## config.mk

```make
export PLATFORM = sky130hd
export DESIGN_NAME = pulse_capture_seq_flat
export DESIGN_NICKNAME = d
export VERILOG_FILES = /design/src/rtl/pulse_capture_seq_if.sv /design/src/rtl/pulse_capture_seq.sv /design/src/flat_wrapper.sv
export SDC_FILE = /design/constraint.sdc
export NUM_CORES = 1
export LEC_CHECK = 0
export BUFFER_PORTS_ARGS = -buffer_cell sky130_fd_sc_hd__buf_4
export CAP_MARGIN = 0
export CELL_PAD_IN_SITES_DETAIL_PLACEMENT = 0
export CELL_PAD_IN_SITES_GLOBAL_PLACEMENT = 1
export CORE_ASPECT_RATIO = 0.8
export CORE_MARGIN = 1
export CORE_UTILIZATION = 42
export CTS_CLUSTER_SIZE = 30
export DETAILED_ROUTE_END_ITERATION = 7
export HOLD_SLACK_MARGIN = 0.06
export PLACE_DENSITY_LB_ADDON = 0.1
export SETUP_SLACK_MARGIN = 0.02
export SYNTH_ARGS = -nofsm -noshare
export SYNTH_HDL_FRONTEND = slang
export SYNTH_SLANG_ARGS = --single-unit
```

## constraint.sdc

```tcl
create_clock -name DCLK -period 3.65 [get_ports DCLK]
set_input_delay 0.365 -clock DCLK [delete_from_list [all_inputs] [get_ports DCLK]]
set_output_delay 0.365 -clock DCLK [all_outputs]
set_load 0.1 [all_outputs]
```

## src/rtl/pulse_capture_seq_if.sv

```systemverilog
// Bus between the trigger/config sources, the pulse sequencer and the SPRAM capture port.
// Direction contract: the master drives trig/abort/pulse_en/clr_flags/cfg_*; the slave
// (the sequencer) drives the capture and pulse outputs. There is no ready: trig is a
// level request sampled every cycle and either starts a shot or is counted as an overrun.
interface pulse_capture_seq_if #(
   parameter int ADDR_W = 13,
   parameter int CFG_W  = 8
);
   logic              trig;
   logic              abort;
   logic              pulse_en;
   logic              clr_flags;
   logic [CFG_W-1:0]  cfg_pre;
   logic [CFG_W-1:0]  cfg_phv;
   logic [CFG_W-1:0]  cfg_gap1;
   logic [CFG_W-1:0]  cfg_pnhv;
   logic [CFG_W-1:0]  cfg_gap2;
   logic [CFG_W-1:0]  cfg_damp;
   logic              wr_en;
   logic [ADDR_W-1:0] wr_addr;
   logic              PHV;
   logic              PnHV;
   logic              Pdamp;
   logic              busy;
   logic              done;
   logic              overrun;
   logic              aborted;

   modport master (
      output trig, abort, pulse_en, clr_flags,
      output cfg_pre, cfg_phv, cfg_gap1, cfg_pnhv, cfg_gap2, cfg_damp,
      input  wr_en, wr_addr, PHV, PnHV, Pdamp, busy, done, overrun, aborted
   );

   modport slave (
      input  trig, abort, pulse_en, clr_flags,
      input  cfg_pre, cfg_phv, cfg_gap1, cfg_pnhv, cfg_gap2, cfg_damp,
      output wr_en, wr_addr, PHV, PnHV, Pdamp, busy, done, overrun, aborted
   );
endinterface

```

## src/rtl/pulse_capture_seq.sv

```systemverilog
// Pulser and acquisition sequencer: a trigger opens a 2^ADDR_W sample capture window
// and, inside it, plays PHV -> PnHV -> Pdamp with per-shot latched timing.
// The pulse FSM state always describes the sample at the current wr_addr, so every
// output register is loaded from the next-state value and stays address-aligned.
module pulse_capture_seq #(
   parameter int ADDR_W = 13,
   parameter int CFG_W  = 8
) (
   input  logic               DCLK,
   input  logic               rst,
   pulse_capture_seq_if.slave bus,
   output logic [2:0]         dbg_state_o
);

   localparam int NPH = 6;
   localparam int LW  = NPH * CFG_W;

   // Encoding order matters: timed phases 1..6 index their field in the packed config.
   typedef enum logic [2:0] {
      S_IDLE = 3'd0,
      S_PRE  = 3'd1,
      S_PHV  = 3'd2,
      S_GAP1 = 3'd3,
      S_PNHV = 3'd4,
      S_GAP2 = 3'd5,
      S_DAMP = 3'd6,
      S_TAIL = 3'd7
   } state_t;

   typedef struct packed {
      state_t           st;
      logic [CFG_W-1:0] len;
   } step_t;

   state_t            state_q, state_d;
   logic [CFG_W-1:0]  cnt_q, cnt_d;
   logic [ADDR_W-1:0] addr_q, addr_d;
   logic              wr_en_q, wr_en_d;
   logic              done_q, done_d;
   logic              phv_q, phv_d;
   logic              pnhv_q, pnhv_d;
   logic              damp_q, damp_d;
   logic              ovr_q, ovr_d;
   logic              abt_q, abt_d;
   logic [LW-1:0]     cfg_q, cfg_d;
   logic [LW-1:0]     cfg_in;
   step_t             start_step;
   step_t             next_step;

   // First phase at or after 'from' with a nonzero length; zero-length phases cost no cycle.
   function automatic step_t seek(input logic [2:0] from, input logic [LW-1:0] lens);
      step_t r;
      logic  found;
      r     = '0;
      r.st  = S_TAIL;
      found = 1'b0;
      for (int k = 1; k <= NPH; k++) begin
         if (!found && (k >= int'(from)) && (lens[(k-1)*CFG_W +: CFG_W] != '0)) begin
            r.st  = state_t'(k[2:0]);
            r.len = lens[(k-1)*CFG_W +: CFG_W];
            found = 1'b1;
         end
      end
      return r;
   endfunction

   assign cfg_in     = {bus.cfg_damp, bus.cfg_gap2, bus.cfg_pnhv,
                        bus.cfg_gap1, bus.cfg_phv, bus.cfg_pre};
   assign start_step = seek(3'd1, cfg_in);
   assign next_step  = seek(3'(state_q) + 3'd1, cfg_q);

   // Next-state: shot start/stop, address sequencing, phase advance and sticky flags.
   always_comb begin
      state_d = state_q;
      cnt_d   = cnt_q;
      addr_d  = addr_q;
      wr_en_d = wr_en_q;
      done_d  = 1'b0;
      cfg_d   = cfg_q;
      ovr_d   = ovr_q;
      abt_d   = abt_q;
      // Clear first so a same-cycle set event below overrides it.
      if (bus.clr_flags) begin
         ovr_d = 1'b0;
         abt_d = 1'b0;
      end
      if (!wr_en_q) begin
         state_d = S_IDLE;
         addr_d  = '1;
         cnt_d   = '0;
         // abort in the same idle cycle drops the trigger without flagging anything.
         if (bus.trig && !bus.abort) begin
            wr_en_d = 1'b1;
            addr_d  = '0;
            cfg_d   = cfg_in;
            state_d = start_step.st;
            cnt_d   = start_step.len;
         end
      end else begin
         if (bus.trig) ovr_d = 1'b1;
         if (bus.abort) begin
            wr_en_d = 1'b0;
            addr_d  = '1;
            state_d = S_IDLE;
            cnt_d   = '0;
            abt_d   = 1'b1;
         end else if (addr_q == '1) begin
            // Window end truncates whatever pulse phase is still running.
            wr_en_d = 1'b0;
            done_d  = 1'b1;
            addr_d  = '1;
            state_d = S_IDLE;
            cnt_d   = '0;
         end else begin
            addr_d = addr_q + ADDR_W'(1);
            if (state_q != S_TAIL) begin
               if (cnt_q == CFG_W'(1)) begin
                  state_d = next_step.st;
                  cnt_d   = next_step.len;
               end else begin
                  cnt_d = cnt_q - CFG_W'(1);
               end
            end
         end
      end
      // pulse_en gates only the lines; the FSM keeps its timing underneath.
      phv_d  = bus.pulse_en && (state_d == S_PHV);
      pnhv_d = bus.pulse_en && (state_d == S_PNHV);
      damp_d = bus.pulse_en && (state_d == S_DAMP);
   end

   // State and registered outputs; rst overrides everything.
   always_ff @(posedge DCLK) begin
      if (rst) begin
         state_q <= S_IDLE;
         cnt_q   <= '0;
         addr_q  <= '1;
         wr_en_q <= 1'b0;
         done_q  <= 1'b0;
         phv_q   <= 1'b0;
         pnhv_q  <= 1'b0;
         damp_q  <= 1'b0;
         ovr_q   <= 1'b0;
         abt_q   <= 1'b0;
         cfg_q   <= '0;
      end else begin
         state_q <= state_d;
         cnt_q   <= cnt_d;
         addr_q  <= addr_d;
         wr_en_q <= wr_en_d;
         done_q  <= done_d;
         phv_q   <= phv_d;
         pnhv_q  <= pnhv_d;
         damp_q  <= damp_d;
         ovr_q   <= ovr_d;
         abt_q   <= abt_d;
         cfg_q   <= cfg_d;
      end
   end

   assign bus.wr_en   = wr_en_q;
   assign bus.busy    = wr_en_q;
   assign bus.wr_addr = addr_q;
   assign bus.PHV     = phv_q;
   assign bus.PnHV    = pnhv_q;
   assign bus.Pdamp   = damp_q;
   assign bus.done    = done_q;
   assign bus.overrun = ovr_q;
   assign bus.aborted = abt_q;
   assign dbg_state_o = 3'(state_q);

endmodule

```

## src/flat_wrapper.sv

```systemverilog
// flat-port wrapper written by rule: the top's interface ports become plain ports
module pulse_capture_seq_flat 
#(
   parameter int ADDR_W = 13,
   parameter int CFG_W  = 8
)
  (DCLK, rst, dbg_state_o, bus_trig, bus_abort, bus_pulse_en, bus_clr_flags, bus_cfg_pre, bus_cfg_phv, bus_cfg_gap1, bus_cfg_pnhv, bus_cfg_gap2, bus_cfg_damp, bus_wr_en, bus_wr_addr, bus_PHV, bus_PnHV, bus_Pdamp, bus_busy, bus_done, bus_overrun, bus_aborted);
  pulse_capture_seq_if #(.ADDR_W(ADDR_W), .CFG_W(CFG_W)) bus_i ();
  input  logic DCLK;
  input  logic rst;
  output logic [2:0] dbg_state_o;
  input wire logic [$bits(bus_i.trig)-1:0] bus_trig;
  input wire logic [$bits(bus_i.abort)-1:0] bus_abort;
  input wire logic [$bits(bus_i.pulse_en)-1:0] bus_pulse_en;
  input wire logic [$bits(bus_i.clr_flags)-1:0] bus_clr_flags;
  input wire logic [$bits(bus_i.cfg_pre)-1:0] bus_cfg_pre;
  input wire logic [$bits(bus_i.cfg_phv)-1:0] bus_cfg_phv;
  input wire logic [$bits(bus_i.cfg_gap1)-1:0] bus_cfg_gap1;
  input wire logic [$bits(bus_i.cfg_pnhv)-1:0] bus_cfg_pnhv;
  input wire logic [$bits(bus_i.cfg_gap2)-1:0] bus_cfg_gap2;
  input wire logic [$bits(bus_i.cfg_damp)-1:0] bus_cfg_damp;
  output wire logic [$bits(bus_i.wr_en)-1:0] bus_wr_en;
  output wire logic [$bits(bus_i.wr_addr)-1:0] bus_wr_addr;
  output wire logic [$bits(bus_i.PHV)-1:0] bus_PHV;
  output wire logic [$bits(bus_i.PnHV)-1:0] bus_PnHV;
  output wire logic [$bits(bus_i.Pdamp)-1:0] bus_Pdamp;
  output wire logic [$bits(bus_i.busy)-1:0] bus_busy;
  output wire logic [$bits(bus_i.done)-1:0] bus_done;
  output wire logic [$bits(bus_i.overrun)-1:0] bus_overrun;
  output wire logic [$bits(bus_i.aborted)-1:0] bus_aborted;
  assign bus_i.trig = bus_trig;
  assign bus_i.abort = bus_abort;
  assign bus_i.pulse_en = bus_pulse_en;
  assign bus_i.clr_flags = bus_clr_flags;
  assign bus_i.cfg_pre = bus_cfg_pre;
  assign bus_i.cfg_phv = bus_cfg_phv;
  assign bus_i.cfg_gap1 = bus_cfg_gap1;
  assign bus_i.cfg_pnhv = bus_cfg_pnhv;
  assign bus_i.cfg_gap2 = bus_cfg_gap2;
  assign bus_i.cfg_damp = bus_cfg_damp;
  assign bus_wr_en = bus_i.wr_en;
  assign bus_wr_addr = bus_i.wr_addr;
  assign bus_PHV = bus_i.PHV;
  assign bus_PnHV = bus_i.PnHV;
  assign bus_Pdamp = bus_i.Pdamp;
  assign bus_busy = bus_i.busy;
  assign bus_done = bus_i.done;
  assign bus_overrun = bus_i.overrun;
  assign bus_aborted = bus_i.aborted;
  pulse_capture_seq #(.ADDR_W(ADDR_W), .CFG_W(CFG_W)) u_core (.DCLK(DCLK), .rst(rst), .bus(bus_i), .dbg_state_o(dbg_state_o));
endmodule
```

==> results.py <==
metrics = {
    "setup_path": {
        "slowest_delay_ns": 0.55,
        "cp_top_family": "compound AO/OA/AOI/OAI gates",
        "slowest_stage": "ha_1",
        "path_cells": "ha_1 -> ha_1 -> o31a_1 -> o21ai_2 -> and4_1 -> a311oi_1 -> o211ai_1 -> a311oi_1",
        "cp-start-kind": "flip-flop",
        "worstPathArrival_ns": 3.42,
        "crit_required_ns": 3.89,
        "path_buf_inv": 0,
        "critPathKind": "flip-flop to flip-flop",
        "cp_max_fo": 15,
        "end_kind": "flip-flop",
    },
    "power_and_ir_drop": {
        "switchingPower_mw": 0.795,
        "power_switching_share_pct": 30.9,
        "p_int_mw": 1.78,
        "p_seq_share_pct": 37.0,
        "finalPower_mw": 2.57,
        "peakVddDrop_mv": 0.199,
        "power_density_mw_per_mm2": 461,
        "combinationalPowerShare_pct": 23.2,
        "p_leak_nw": 2.15,
        "p_clk_share_pct": 39.8,
    },
    "drt": {
        "drcViolationCount": 0,
        "wl_um": 16000,
        "viasPerCell": 6.04,
        "drtIter0Drc": 481,
        "drt-pass1-iter-count": 5,
        "num_vias": 4932,
        "routedWlPerCell_um": 19.6,
        "postRouteAntennaNets": 0,
    },
    "synth": {
        "synth_top_cell_area_share_pct": 34.5,
        "yosys-top-cells-area": "dfxtp_1 34%, nand2_1 9.5%, a21oi_1 7.3%",
        "synth_seq_area_share_pct": 34.5,
        "syn_nets": 674,
        "ys_ff_latch": 79,
        "ys_types": 71,
        "syn_area_per_cell_um2": 7.49,
        "netlist_area_mm2": 0.00459,
        "async_reset_ff_share_pct": 0,
        "synth_top_area_cell": "dfxtp_1",
        "netlist_instances": 613,
        "yosysWarnings": 0,
        "synth_ff_type": "dfxtp_1",
        "synth_edf_count": 0,
    },
    "cts": {
        "cts.sinks": 79,
        "ctsLongestPathBuffers": 2,
        "clk_latency_ns": 0.34,
        "cts_tree": "done",
        "cts_buffers": 9,
        "postCtsSetupRepairBufs": 0,
        "ctsResizeCount": 0,
        "htreeDepth": 3,
        "holdBufCountCts": 0,
        "cts_root_buffer": "clkbuf_16",
        "clk_pin_slew_ns": 0.06,
    },
    "global_routing": {
        "grt_usage_pct": 29.0,
        "grt_pass1_vias": 4420,
        "antenna_found_initial": 0,
        "grt_overflow_total": 0,
        "grt_max_degree": 67,
        "grt_first_pass_wirelength_um": 24800,
    },
    "placed_design": {
        "placed_cells": 802,
        "port_buffers": 77,
        "dp_hpwl_um": 12300,
        "place.gp.congestion": 0.969,
    },
    "die": {
        "die_h_um": 95.5,
        "die_w_um": 119,
        "initial_utilization_pct": 43.9,
        "core_area_mm2": 0.0104,
        "pin_count": 78,
        "num_rows": 33,
        "die-area_mm2": 0.0114,
    },
    "sta": {
        "finClkSkew_ns": 0.00635,
        "slew_violations": 0,
        "setup_viol": 0,
        "rsz0062_at_grt": "no",
        "min_period_ns": 3.18,
        "post-route-period-util_pct": 87.1,
        "tightest_slew_ns": 0.848,
        "final_hold_viol_count": 0,
        "tns_ns": 0,
        "fmax_mhz": 315,
        "slew_headroom_pct": 43.5,
    },
    "final_layout": {
        "area_growth_pct": 21.5,
        "multi_input_area_mm2": 0.00275,
        "fin_nets": 734,
        "seqCellArea_mm2": 0.00158,
        "antenna_cells": 0,
        "fin_cells": 817,
        "fill_cells": 1020,
        "drive_gt1_share_pct": 17.4,
    },
    "worst_hold_path": {
        "hold_path.class": "input pin to flip-flop",
    },
    "status": {
        "status": "complete, no violations",
    },
    "flow_run": {
        "maxCapViolCount": 0,
    },
}
## state kept, by name (all words and copies together), names as in the netlist, 3 cells and up
register and cells:
u_core.bus.wr_addr 13, u_core.cfg_q 48, u_core.cnt_q 8, u_core.dbg_state_o 3
## placed cells by master, fill, tap and decap left out, drive strengths merged, types with 6 or more instances in the layout
cell type	n
and2	7
nand4	6
clkbuf	11
inv	29
nand3b	9
nor4	16
o21ai	38
o22ai	8
and3	6
nor2	44
buf	84
xnor2	6
nand3	7
ha	7
a221oi	6
o211ai	6
nand2	117
a211oi	9
a21oi	67
a311oi	10
nor3	12
or4	14
xor2	8
dfxtp	79
## final timing paths
kind,startpoint,to,slack (ns),depth (start not counted)
setup reg to reg,u_core.dbg_state_o[0],u_core.cnt_q[7],0.47,8
hold reg to reg,u_core.bus.wr_addr[12],u_core.bus.done,0.47,2
setup / recovery,u_core.dbg_state_o[0],u_core.cnt_q[7],0.47,8
hold / removal,bus_abort,u_core.bus.done,0.23,2
## cell families after synthesis
kind of cell,count (synthesis),synth area share (%)
mux,3,0.654
compound gates,193,27.5
simple gates,253,27.2
xor+xnor,14,2.67
flops,79,34.5
buf+inv,64,5.59
fa+ha+maj,7,1.91
## through the flow
step                setup slack, ns  hold WS (ns)  utilization [%]  instance area, µm²
finish                        0.471         0.234             53.4                5580
floorplan                     0.598         0.440                -                4590
CTS                           0.489         0.223             53.4                5580
detailed placement            0.535         0.462             50.3                5250
global route                  0.228         0.226             53.4                5580
global placement              0.727         0.445             50.3                5250
## layer usage
metal,track usage [%],up-vias,wire length [µm],share of wire (%)
li1,-,2364,-,-
met1,43.4,2310,7930,50
met2,39.8,241,6230,39
met3,7.66,17,1570,9.8
met4,8.44,0,272,1.7
met5,0,-,0,0
## cell type report
| class | count | area share, % |
|---|---|---|
| clock inverters | 4 | 1.70 |
| inverters | 29 | 1.95 |
| well taps | 140 | 3.14 |
| multi-input cells | 470 | 49.4 |
| flip-flops and latches | 79 | 28.4 |
| clock buffers | 11 | 4.17 |
| repair buffers | 84 | 11.3 |
## cell usage after synthesis (3+ instances only)
master	number
a211oi_1	7
a21boi_0	3
a21oi_1	67
a221oi_1	6
a222oi_1	3
a311oi_1	10
a31o_2	4
a31oi_1	4
and2_1	6
and3_1	6
buf_2	4
clkbuf_1	27
dfxtp_1	79
ha_1	7
inv_1	29
mux2i_1	3
nand2_1	116
nand3_1	7
nand3b_1	9
nand4_1	6
nor2_1	44
nor2b_1	3
nor3_1	11
nor4_1	14
o2111ai_1	3
o211ai_1	6
o21a_1	5
o21ai_0	32
o21ai_1	4
o221ai_1	4
o22ai_1	8
o31a_1	4
or4_1	11
or4_4	3
xnor2_1	6
xor2_1	8
## power by group through the flow
stage	registers [mW]	logic [mW]	clock network, mW
2_1_floorplan	1.03	0.330	0
5_1_grt	0.955	0.654	1.07
4_1_cts	0.948	0.589	1.03
3_3_place_gp	0.966	0.590	0
6_report	0.950	0.598	1.02
3_5_place_dp	0.968	0.588	0
(Power assumes the default switching activity.)
